### config.mk
export PLATFORM = sky130hd
export DESIGN_NAME = harness_serdes_frame
export DESIGN_NICKNAME = d
export VERILOG_FILES = /design/src/rtl/harness_serdes_frame.sv
export SDC_FILE = /design/constraint.sdc
export NUM_CORES = 1
export LEC_CHECK = 0
export BUFFER_PORTS_ARGS = -buffer_cell sky130_fd_sc_hd__buf_4
export CORE_MARGIN = 2
export CORE_UTILIZATION = 51
export CTS_CLUSTER_DIAMETER = 100
export DETAILED_ROUTE_END_ITERATION = 10
export PLACE_DENSITY = 0.84
export SYNTH_ARGS = -nofsm -noshare
export SYNTH_HDL_FRONTEND = slang
export SYNTH_SLANG_ARGS = --single-unit
### constraint.sdc
create_clock -name clock -period 1.6 [get_ports clock]
set_clock_uncertainty 0.2 [all_clocks]
set_input_delay 0.16 -clock clock [delete_from_list [all_inputs] [get_ports clock]]
set_output_delay 0.16 -clock clock [all_outputs]
set_load 0.005 [all_outputs]
### src/rtl/harness_serdes_frame.sv
// harness_serdes_frame: framed LANES-wide serial<->parallel bridge for test harnesses.
// Define HARNESS_PARITY_EN to append an even-parity bit to every frame and expose a sticky parity_error.
module harness_serdes_frame #(
    parameter int IN_WIDTH  = 36,
    parameter int OUT_WIDTH = 36,
    parameter int LANES     = 1
) (
    input  logic                 clock,
    input  logic                 reset,
    input  logic                 test_enable,
    input  logic [LANES-1:0]     test_in,
    output logic [LANES-1:0]     test_out,
    output logic                 frame_sync,
    output logic [IN_WIDTH-1:0]  in_data,
    output logic                 in_valid,
    input  logic [OUT_WIDTH-1:0] out_data,
    output logic                 out_sample
`ifdef HARNESS_PARITY_EN
    ,
    output logic                 parity_error
`endif
);

`ifdef HARNESS_PARITY_EN
    localparam int PAR = 1;
`else
    localparam int PAR = 0;
`endif
    localparam int IN_BITS   = IN_WIDTH + PAR;
    localparam int IN_BEATS  = (IN_BITS + LANES - 1) / LANES;
    localparam int IN_SR     = IN_BEATS * LANES;
    localparam int IN_CW     = (IN_BEATS > 1) ? $clog2(IN_BEATS) : 1;
    localparam int OUT_BITS  = OUT_WIDTH + PAR;
    localparam int OUT_BEATS = (OUT_BITS + LANES - 1) / LANES;
    localparam int OUT_SR    = OUT_BEATS * LANES;
    localparam int OUT_CW    = (OUT_BEATS > 1) ? $clog2(OUT_BEATS) : 1;

    localparam logic [IN_CW-1:0]  IN_LAST  = IN_CW'(IN_BEATS - 1);
    localparam logic [OUT_CW-1:0] OUT_LAST = OUT_CW'(OUT_BEATS - 1);

    logic [IN_CW-1:0]       r_in_beat;
    logic [IN_SR-1:0]       r_in_shift;
    logic [IN_WIDTH-1:0]    r_in_data;
    logic                   r_in_valid;
    logic [OUT_CW-1:0]      r_out_beat;
    logic [OUT_SR-1:0]      r_out_shift;
    logic                   r_frame_sync;
`ifdef HARNESS_PARITY_EN
    logic                   r_parity_error;
`endif

    logic [IN_SR+LANES-1:0] w_in_cat;
    logic [IN_SR-1:0]       w_in_frame;
    logic [IN_WIDTH-1:0]    w_in_word;
    logic                   w_in_last;
    logic                   w_in_ok;
    logic                   w_in_take;
    logic                   w_out_first;
    logic [OUT_BITS-1:0]    w_out_frame;
    logic                   w_unused;

    // Leading pad bits simply fall off the top of the shift register.
    assign w_in_cat    = {r_in_shift, test_in};
    assign w_in_frame  = w_in_cat[IN_SR-1:0];
    assign w_in_word   = w_in_frame[IN_BITS-1:PAR];
    assign w_in_last   = (r_in_beat == IN_LAST);
    assign w_in_take   = w_in_last & w_in_ok;
    assign w_out_first = (r_out_beat == '0);
    assign w_unused    = ^w_in_cat;

`ifdef HARNESS_PARITY_EN
    assign w_in_ok      = ~(^w_in_frame[IN_BITS-1:0]);
    assign w_out_frame  = {out_data, ^out_data};
    assign parity_error = r_parity_error;
`else
    assign w_in_ok      = 1'b1;
    assign w_out_frame  = out_data;
`endif

    assign test_out   = r_out_shift[OUT_SR-1 -: LANES];
    assign frame_sync = r_frame_sync;
    assign in_data    = r_in_data;
    assign in_valid   = r_in_valid;
    assign out_sample = test_enable & w_out_first & ~reset;

    // NOTE: sequential state uses non-blocking assignments so every register sees pre-edge values.
    always_ff @(posedge clock) begin
        if (reset) begin
            r_in_beat      <= '0;
            r_in_shift     <= '0;
            r_in_data      <= '0;
            r_in_valid     <= 1'b0;
            r_out_beat     <= '0;
            r_out_shift    <= '0;
            r_frame_sync   <= 1'b0;
`ifdef HARNESS_PARITY_EN
            r_parity_error <= 1'b0;
`endif
        end else if (test_enable) begin
            r_in_shift <= w_in_frame;
            r_in_beat  <= w_in_last ? '0 : r_in_beat + IN_CW'(1);
            r_in_valid <= w_in_take;
            if (w_in_take) begin
                r_in_data <= w_in_word;
            end
`ifdef HARNESS_PARITY_EN
            if (w_in_last && !w_in_ok) begin
                r_parity_error <= 1'b1;
            end
`endif
            r_out_beat   <= (r_out_beat == OUT_LAST) ? '0 : r_out_beat + OUT_CW'(1);
            r_frame_sync <= w_out_first;
            if (w_out_first) begin
                r_out_shift <= OUT_SR'(w_out_frame);
            end else begin
                r_out_shift <= r_out_shift << LANES;
            end
        end else begin
            r_in_valid <= 1'b0;
        end
    end

endmodule

==> results of run 1 <==
==> per-layer routing <==
metal  part of all wire [%]  vias up  global-route usage [%]
li1                       -     2362                       -
met1                     37     2540                    31.0
met2                     51      332                    49.4
met3                    7.0       78                    6.31
met4                    4.6        0                    14.7
met5                      0        -                       0
==> worst max path at each step <==
stage               slack (ns)              end          start
floorplan                -0.08  r_out_shift[31]  r_out_beat[4]
global placement         -0.20  r_out_shift[35]  r_out_beat[4]
detailed placement       -0.23  r_out_shift[25]  r_out_beat[4]
CTS                      -0.48       out_sample  r_out_beat[2]
global route             -0.59       out_sample  r_out_beat[2]
finish                   -0.54       out_sample  r_out_beat[2]
==> power breakdown <==
| group | internal, µW | switching [µW] | total [µW] |
|---|---|---|---|
| combinational | 502 | 537 | 1040 |
| sequential | 3110 | 79.2 | 3190 |
| clock | 2290 | 1560 | 3860 |
==> through the flow <==
step	cell area [µm²]	TNS, ns
after floorplan	5330	-3.91
after global placement	6110	-8.65
after detailed placement	6110	-10.76
after CTS	7600	-14.32
after global routing	8220	-22.28
final	8220	-19.98
==> cell families after synthesis <==
logic type | Yosys count | share of synthesized area, %
simple gates | 142 | 12.4
compound gates | 184 | 24.9
flops | 121 | 46.0
buf+inv | 93 | 7.62
fa+ha+maj | 3 | 0.712
mux | 37 | 7.03
xor+xnor | 8 | 1.33
==> tightest hold or removal path, cell delays in order <==
cell and delay [ns]:
buf_4 0.15, buf_12 0.22, a21oi_2 0.13
==> what timing repair did <==
action	in CTS	in global routing
gates cloned	9	6
endpoints found under the hold margin	46	13
endpoints found under the setup margin	74	78
resized for setup	67	75
setup buffers	9	9
hold buffers	30	11
pin swaps	31	28
==> flip-flops by register name (all words and copies together) (netlist names) <==
register	flops
in_data	36
r_out_shift	36
r_in_shift	35
r_in_beat	6
r_out_beat	6
frame_sync	1
in_valid	1
==> final cells by class <==
cell class                      count  area (µm²)
Antenna cell                        2        5.00
Clock buffer                       18         428
Clock inverter                     14         159
Fill cell                         509        1970
Inverter                           37         139
Multi-Input combinational cell    374        2980
Sequential cell                   121        2430
Tap cell                          136         170
Timing Repair Buffer              177        1900
==> cell usage in the layout, fill, tap and decap left out, types with 5 or more instances in the layout <==
cell             n
a211oi_2        34
nor2_1          79
inv_1           37
clkbuf_16       21
o31a_1          35
a21oi_1         23
dlygate4sd3_1   40
o21ai_4         20
o21ai_2         42
xor2_1           5
o21ai_1          9
buf_12          14
dfxtp_1        115
inv_6            6
buf_4           99
nand3_1         34
dfxtp_2          6
buf_6            8
mux2i_1         37
a21oi_2         16
==> impl_metrics.py, run 1 <==
metrics = {
    "yosys": {
        "synthCells": 588,
        "yosysUniqueCellTypes": 30,
        "yosysWarnings": 0,
        "ys_seq_area_share_pct": 46.0,
        "synth.most_common_cell": "dfxtp_1",
        "synth-seq-cells": 121,
        "syn-num-nets": 631,
        "synth_commonest_cells": "dfxtp_1 (121), nor2_1 (80), o21ai_1 (71)",
        "yosys.area.top_type_share_pct": 46.0,
        "synthArstFlopShare_pct": 0,
        "synth.avg_cell_area_um2": 8.96,
        "synth_area_leaders": "dfxtp_1 (46%), a211oi_2 (7.8%), mux2i_1 (7.0%), o21ai_1 (6.7%), o31a_1 (5.8%)",
        "netlist_area_mm2": 0.00527,
        "ys.flop_type": "dfxtp_1",
        "yosysTopAreaCell": "dfxtp_1",
        "synth_edf_count": 0,
    },
    "routing": {
        "vias_per_cell": 6.04,
        "drc": 0,
        "vias": 5312,
        "drt_wl_total_um": 18900,
        "drtPass1Iterations": 5,
        "wl_per_cell_um": 21.5,
        "ant_nets": 0,
        "first_iter_violations": 416,
    },
    "clocking": {
        "cts.sinks": 121,
        "cts_buffers": 17,
        "clk_pin_slew_worst_paths_ns": 0.07,
        "clockBufferDepth": 2,
        "clock_latency_ns": 0.52,
        "clk_root_buffer_cell": "clkbuf_8",
        "htree_levels": 4,
        "cts_tree": "done",
    },
    "hold_path": {
        "hold_path_class": "in -> reg",
        "whs_path_depth": 3,
        "min_from": "reset",
        "holdPathEnd": "in_data[30]",
    },
    "floorplanning": {
        "die_area_mm2": 0.0112,
        "fp.dieH_um": 106,
        "die_width_um": 106,
        "num_rows": 37,
        "coreArea_mm2": 0.0102,
        "start_util_pct": 51.7,
        "io-pin-count": 80,
    },
    "outcome": {
        "violations": "negative setup slack",
        "outcome": "finished with violations",
    },
    "sta": {
        "finalSetupViolations": 77,
        "clock.fmax_mhz": 466,
        "fin_crit_ns": 2.14,
        "worstMarginPinSlew_ns": 0.759,
        "slew_viol_final": 0,
        "rsz0062_at_grt": "true",
        "finalHoldViolCount": 0,
        "finalWorstSetupSlack_ns": -0.544,
        "worst_hold_slack_ns": 0.0105,
        "relSlewSlack_pct": 49.3,
        "finalCritPeriodShare_pct": 134,
    },
    "setup_path": {
        "path_delay_family": "simple AND/OR/NAND/NOR gates",
        "r2r_cells": 6,
        "slowest_stage": "or3_4",
        "r2r-start": "r_out_beat[2]",
        "crit_buf_inv": 2,
        "r2r_setup_slack_ns": -0.46,
        "slowest_delay_ns": 0.40,
        "regToRegEndpoint": "r_out_shift[28]",
        "end_kind": "output pin",
        "worst_ep_arrival_time_ns": 1.78,
        "cp_num_cells": 4,
        "critPathLaunchType": "flip-flop",
        "worstPathRequired_ns": 1.24,
        "critPathKind": "reg -> out",
        "cp_max_fo": 2,
        "path_cells": "or3_4 > buf_12 > nor4b_4 > buf_4",
    },
    "grt": {
        "grt_pass1_wl_um": 24800,
        "gr-usage-all-layers_pct": 27.9,
        "overflow": 0,
        "grt_pass1_vias": 5035,
        "antenna_found_initial": 2,
        "grt_max_degree": 67,
    },
    "final_layout": {
        "utilization_pct": 80.7,
        "nNetsFinal": 771,
        "areaGrowthSynthToFinish_pct": 56.0,
        "fin_cells": 879,
        "layout-drive-gt1-share_pct": 40.6,
    },
    "power_and_ir_drop": {
        "finalPower_uw": 8080,
        "leakage_uw": 0.00323,
        "ir_worst_vdd_mv": 0.749,
        "p_per_area_mw_per_mm2": 984,
    },
    "flow_run": {
        "maxCapViolCount": 0,
    },
    "placement": {
        "preCtsSetupSlack_ns": -0.234,
        "place_inst": 774,
        "place_congestion": 0.793,
        "port_buffers": 79,
        "dp_hpwl_um": 6970,
    },
}
Power figures use the tool's default switching activity.
==> run 2, diff against run 1 <==
--- a/config.mk
+++ b/config.mk
@@ -6,11 +6,13 @@
 export NUM_CORES = 1
 export LEC_CHECK = 0
 export BUFFER_PORTS_ARGS = -buffer_cell sky130_fd_sc_hd__buf_4
+export CELL_PAD_IN_SITES_DETAIL_PLACEMENT = 2
+export CELL_PAD_IN_SITES_GLOBAL_PLACEMENT = 2
 export CORE_MARGIN = 2
-export CORE_UTILIZATION = 51
+export CORE_UTILIZATION = 31
 export CTS_CLUSTER_DIAMETER = 100
 export DETAILED_ROUTE_END_ITERATION = 10
-export PLACE_DENSITY = 0.84
+export PLACE_DENSITY = 0.83
 export SYNTH_ARGS = -nofsm -noshare
 export SYNTH_HDL_FRONTEND = slang
 export SYNTH_SLANG_ARGS = --single-unit
==> impl_metrics.py, run 2 (synthesis gave the netlist of run 1 again) <==
metrics = {
    "final_layout": {
        "mostFrequentLayoutCells": "dfxtp_1 (117), buf_4 (103), nor2_1 (79)",
        "nNetsFinal": 771,
        "areaGrowthSynthToFinish_pct": 54.2,
        "mostFrequentLayoutCell": "dfxtp_1",
        "fillCellCount": 1654,
        "layout-drive-gt1-share_pct": 37.7,
        "utilization_pct": 49.0,
    },
    "power_and_ir_drop": {
        "finalPower_uw": 7860,
        "leakage_uw": 0.00316,
        "p_per_area_mw_per_mm2": 968,
        "p_comb_share_pct": 12.3,
        "p_int_uw": 5760,
        "switching_share_pct": 26.8,
        "pwr-share-seq_pct": 40.3,
        "switchingPower_uw": 2110,
        "ir_worst_vdd_mv": 0.802,
        "pwr-share-clk_pct": 47.3,
    },
    "setup_path": {
        "critPathKind": "reg -> out",
        "cp_max_fo": 2,
        "critPathLaunchType": "flip-flop",
        "end_kind": "output pin",
        "worstPathRequired_ns": 1.24,
        "worst_ep_arrival_time_ns": 1.62,
    },
    "grt": {
        "grt_max_degree": 70,
        "grt_pass1_vias": 5797,
        "overflow": 0,
        "antenna_found_initial": 2,
        "grt_pass1_wl_um": 32800,
        "gr-usage-all-layers_pct": 23.8,
    },
    "placement": {
        "port_buffers": 79,
        "dp_hpwl_um": 10100,
        "place_congestion": 0.744,
    },
    "routing": {
        "ant_nets": 0,
        "drc": 0,
        "vias": 5101,
        "drt_wl_total_um": 22800,
        "wl_per_cell_um": 23.7,
        "vias_per_cell": 5.30,
        "drtPass1Iterations": 6,
        "first_iter_violations": 269,
    },
    "hold_path": {
        "hold_path_class": "in -> reg",
    },
    "sta": {
        "slew_viol_final": 0,
        "relSlewSlack_pct": 54.5,
        "finalHoldViolCount": 0,
        "worstMarginPinSlew_ns": 0.681,
        "finalSetupViolations": 77,
        "rsz0062_at_grt": "true",
        "clock.fmax_mhz": 505,
        "fin_crit_ns": 1.98,
        "finalCritPeriodShare_pct": 124,
        "fin_setup_tns_ns": -16.50,
        "finalWorstSetupSlack_ns": -0.382,
    },
    "clocking": {
        "clk_root_buffer_cell": "clkbuf_16",
        "cts.sinks": 121,
        "clock_latency_ns": 0.44,
        "clockBufferDepth": 2,
        "htree_levels": 4,
        "cts_tree": "done",
        "cts_buffers": 17,
        "clk_pin_slew_worst_paths_ns": 0.06,
    },
    "floorplanning": {
        "io-pin-count": 80,
        "start_util_pct": 31.8,
        "die_area_mm2": 0.0181,
        "num_rows": 47,
        "fp.dieH_um": 134,
        "die_width_um": 134,
        "coreArea_mm2": 0.0166,
    },
    "flow_run": {
        "maxCapViolCount": 0,
    },
    "outcome": {
        "outcome": "finished with violations",
        "violations": "negative setup slack",
    },
}
-- run 2: changes by cell type in the layout (fill, tap and decap cells not counted), moves of 3 or more --
cell	before	now
buf_8	3	0
inv_6	6	0
o21ai_1	9	28
o21ai_2	42	28
buf_4	99	103
o21ai_4	20	15
dlygate4sd3_1	40	43
bufbuf_16	3	0
-- run 2: path summary, 6_finish.rpt --
kind | start | endpoint | slack (ns) | depth (start not counted)
max | r_out_beat[4] | out_sample | -0.38 | 4
min | reset | r_out_beat[0] | 0.05 | 3
max reg2reg | r_out_beat[4] | r_out_shift[19] | -0.37 | 6
min reg2reg | in_data[33] | in_data[33] | 0.27 | 2
-- run 2: stage by stage --
step	setup slack (ns)	hold slack, ns	instances	area (µm²)
after detailed placement	-0.305	0.232	864	6240
after CTS	-0.407	-0.0567	955	7780
after global placement	-0.209	0.208	864	6240
after floorplan	-0.0806	0.107	588	5330
final	-0.382	0.0481	962	8130
after global routing	-0.440	0.0422	962	8130
-- run 2: layout make-up --
cell class | instances | area (µm²) | share of cell area (%)
clock buffers | 20 | 457 | 5.62
diodes | 2 | 5.00 | 0.0616
inverters | 37 | 139 | 1.71
flip-flops and latches | 121 | 2430 | 29.9
repair buffers | 177 | 1830 | 22.5
well taps | 220 | 275 | 3.39
multi-input cells | 374 | 2890 | 35.6
clock inverters | 11 | 100 | 1.23
-- run 2: repair_timing --
action	CTS	global route
setup endpoints to repair	77	79
resized for setup	72	50
cloned	8	3
pin swaps	27	20
setup buffers	11	3
endpoints found under the hold margin	51	8
hold buffers	41	2
-- run 2: worst max-delay path, stage by stage, from the launching register on --
cell and delay (ns):
dfxtp_2 0.32, or3_4 0.40, buf_12 0.14, nor4b_4 0.19
buf_4 0.14
-- run 2: power groups by stage --
| stage | clock network [µW] | logic, µW | registers, µW |
|---|---|---|---|
| finish | 3720 | 970 | 3170 |
| global route | 3900 | 1050 | 3180 |
| CTS | 3730 | 905 | 3160 |
| detailed placement | 0 | 761 | 3220 |
| global placement | 0 | 711 | 3220 |
| floorplan | 0 | 506 | 3210 |
-- run 2: per-layer routing --
layer  share of wire, %  global-route usage [%]  vias up
li1                   -                       -     2353
met1                 40                    25.6     2570
met2                 53                    45.2      132
met3                3.7                    5.10       46
met4                2.6                    9.36        0
met5                  0                       0        -
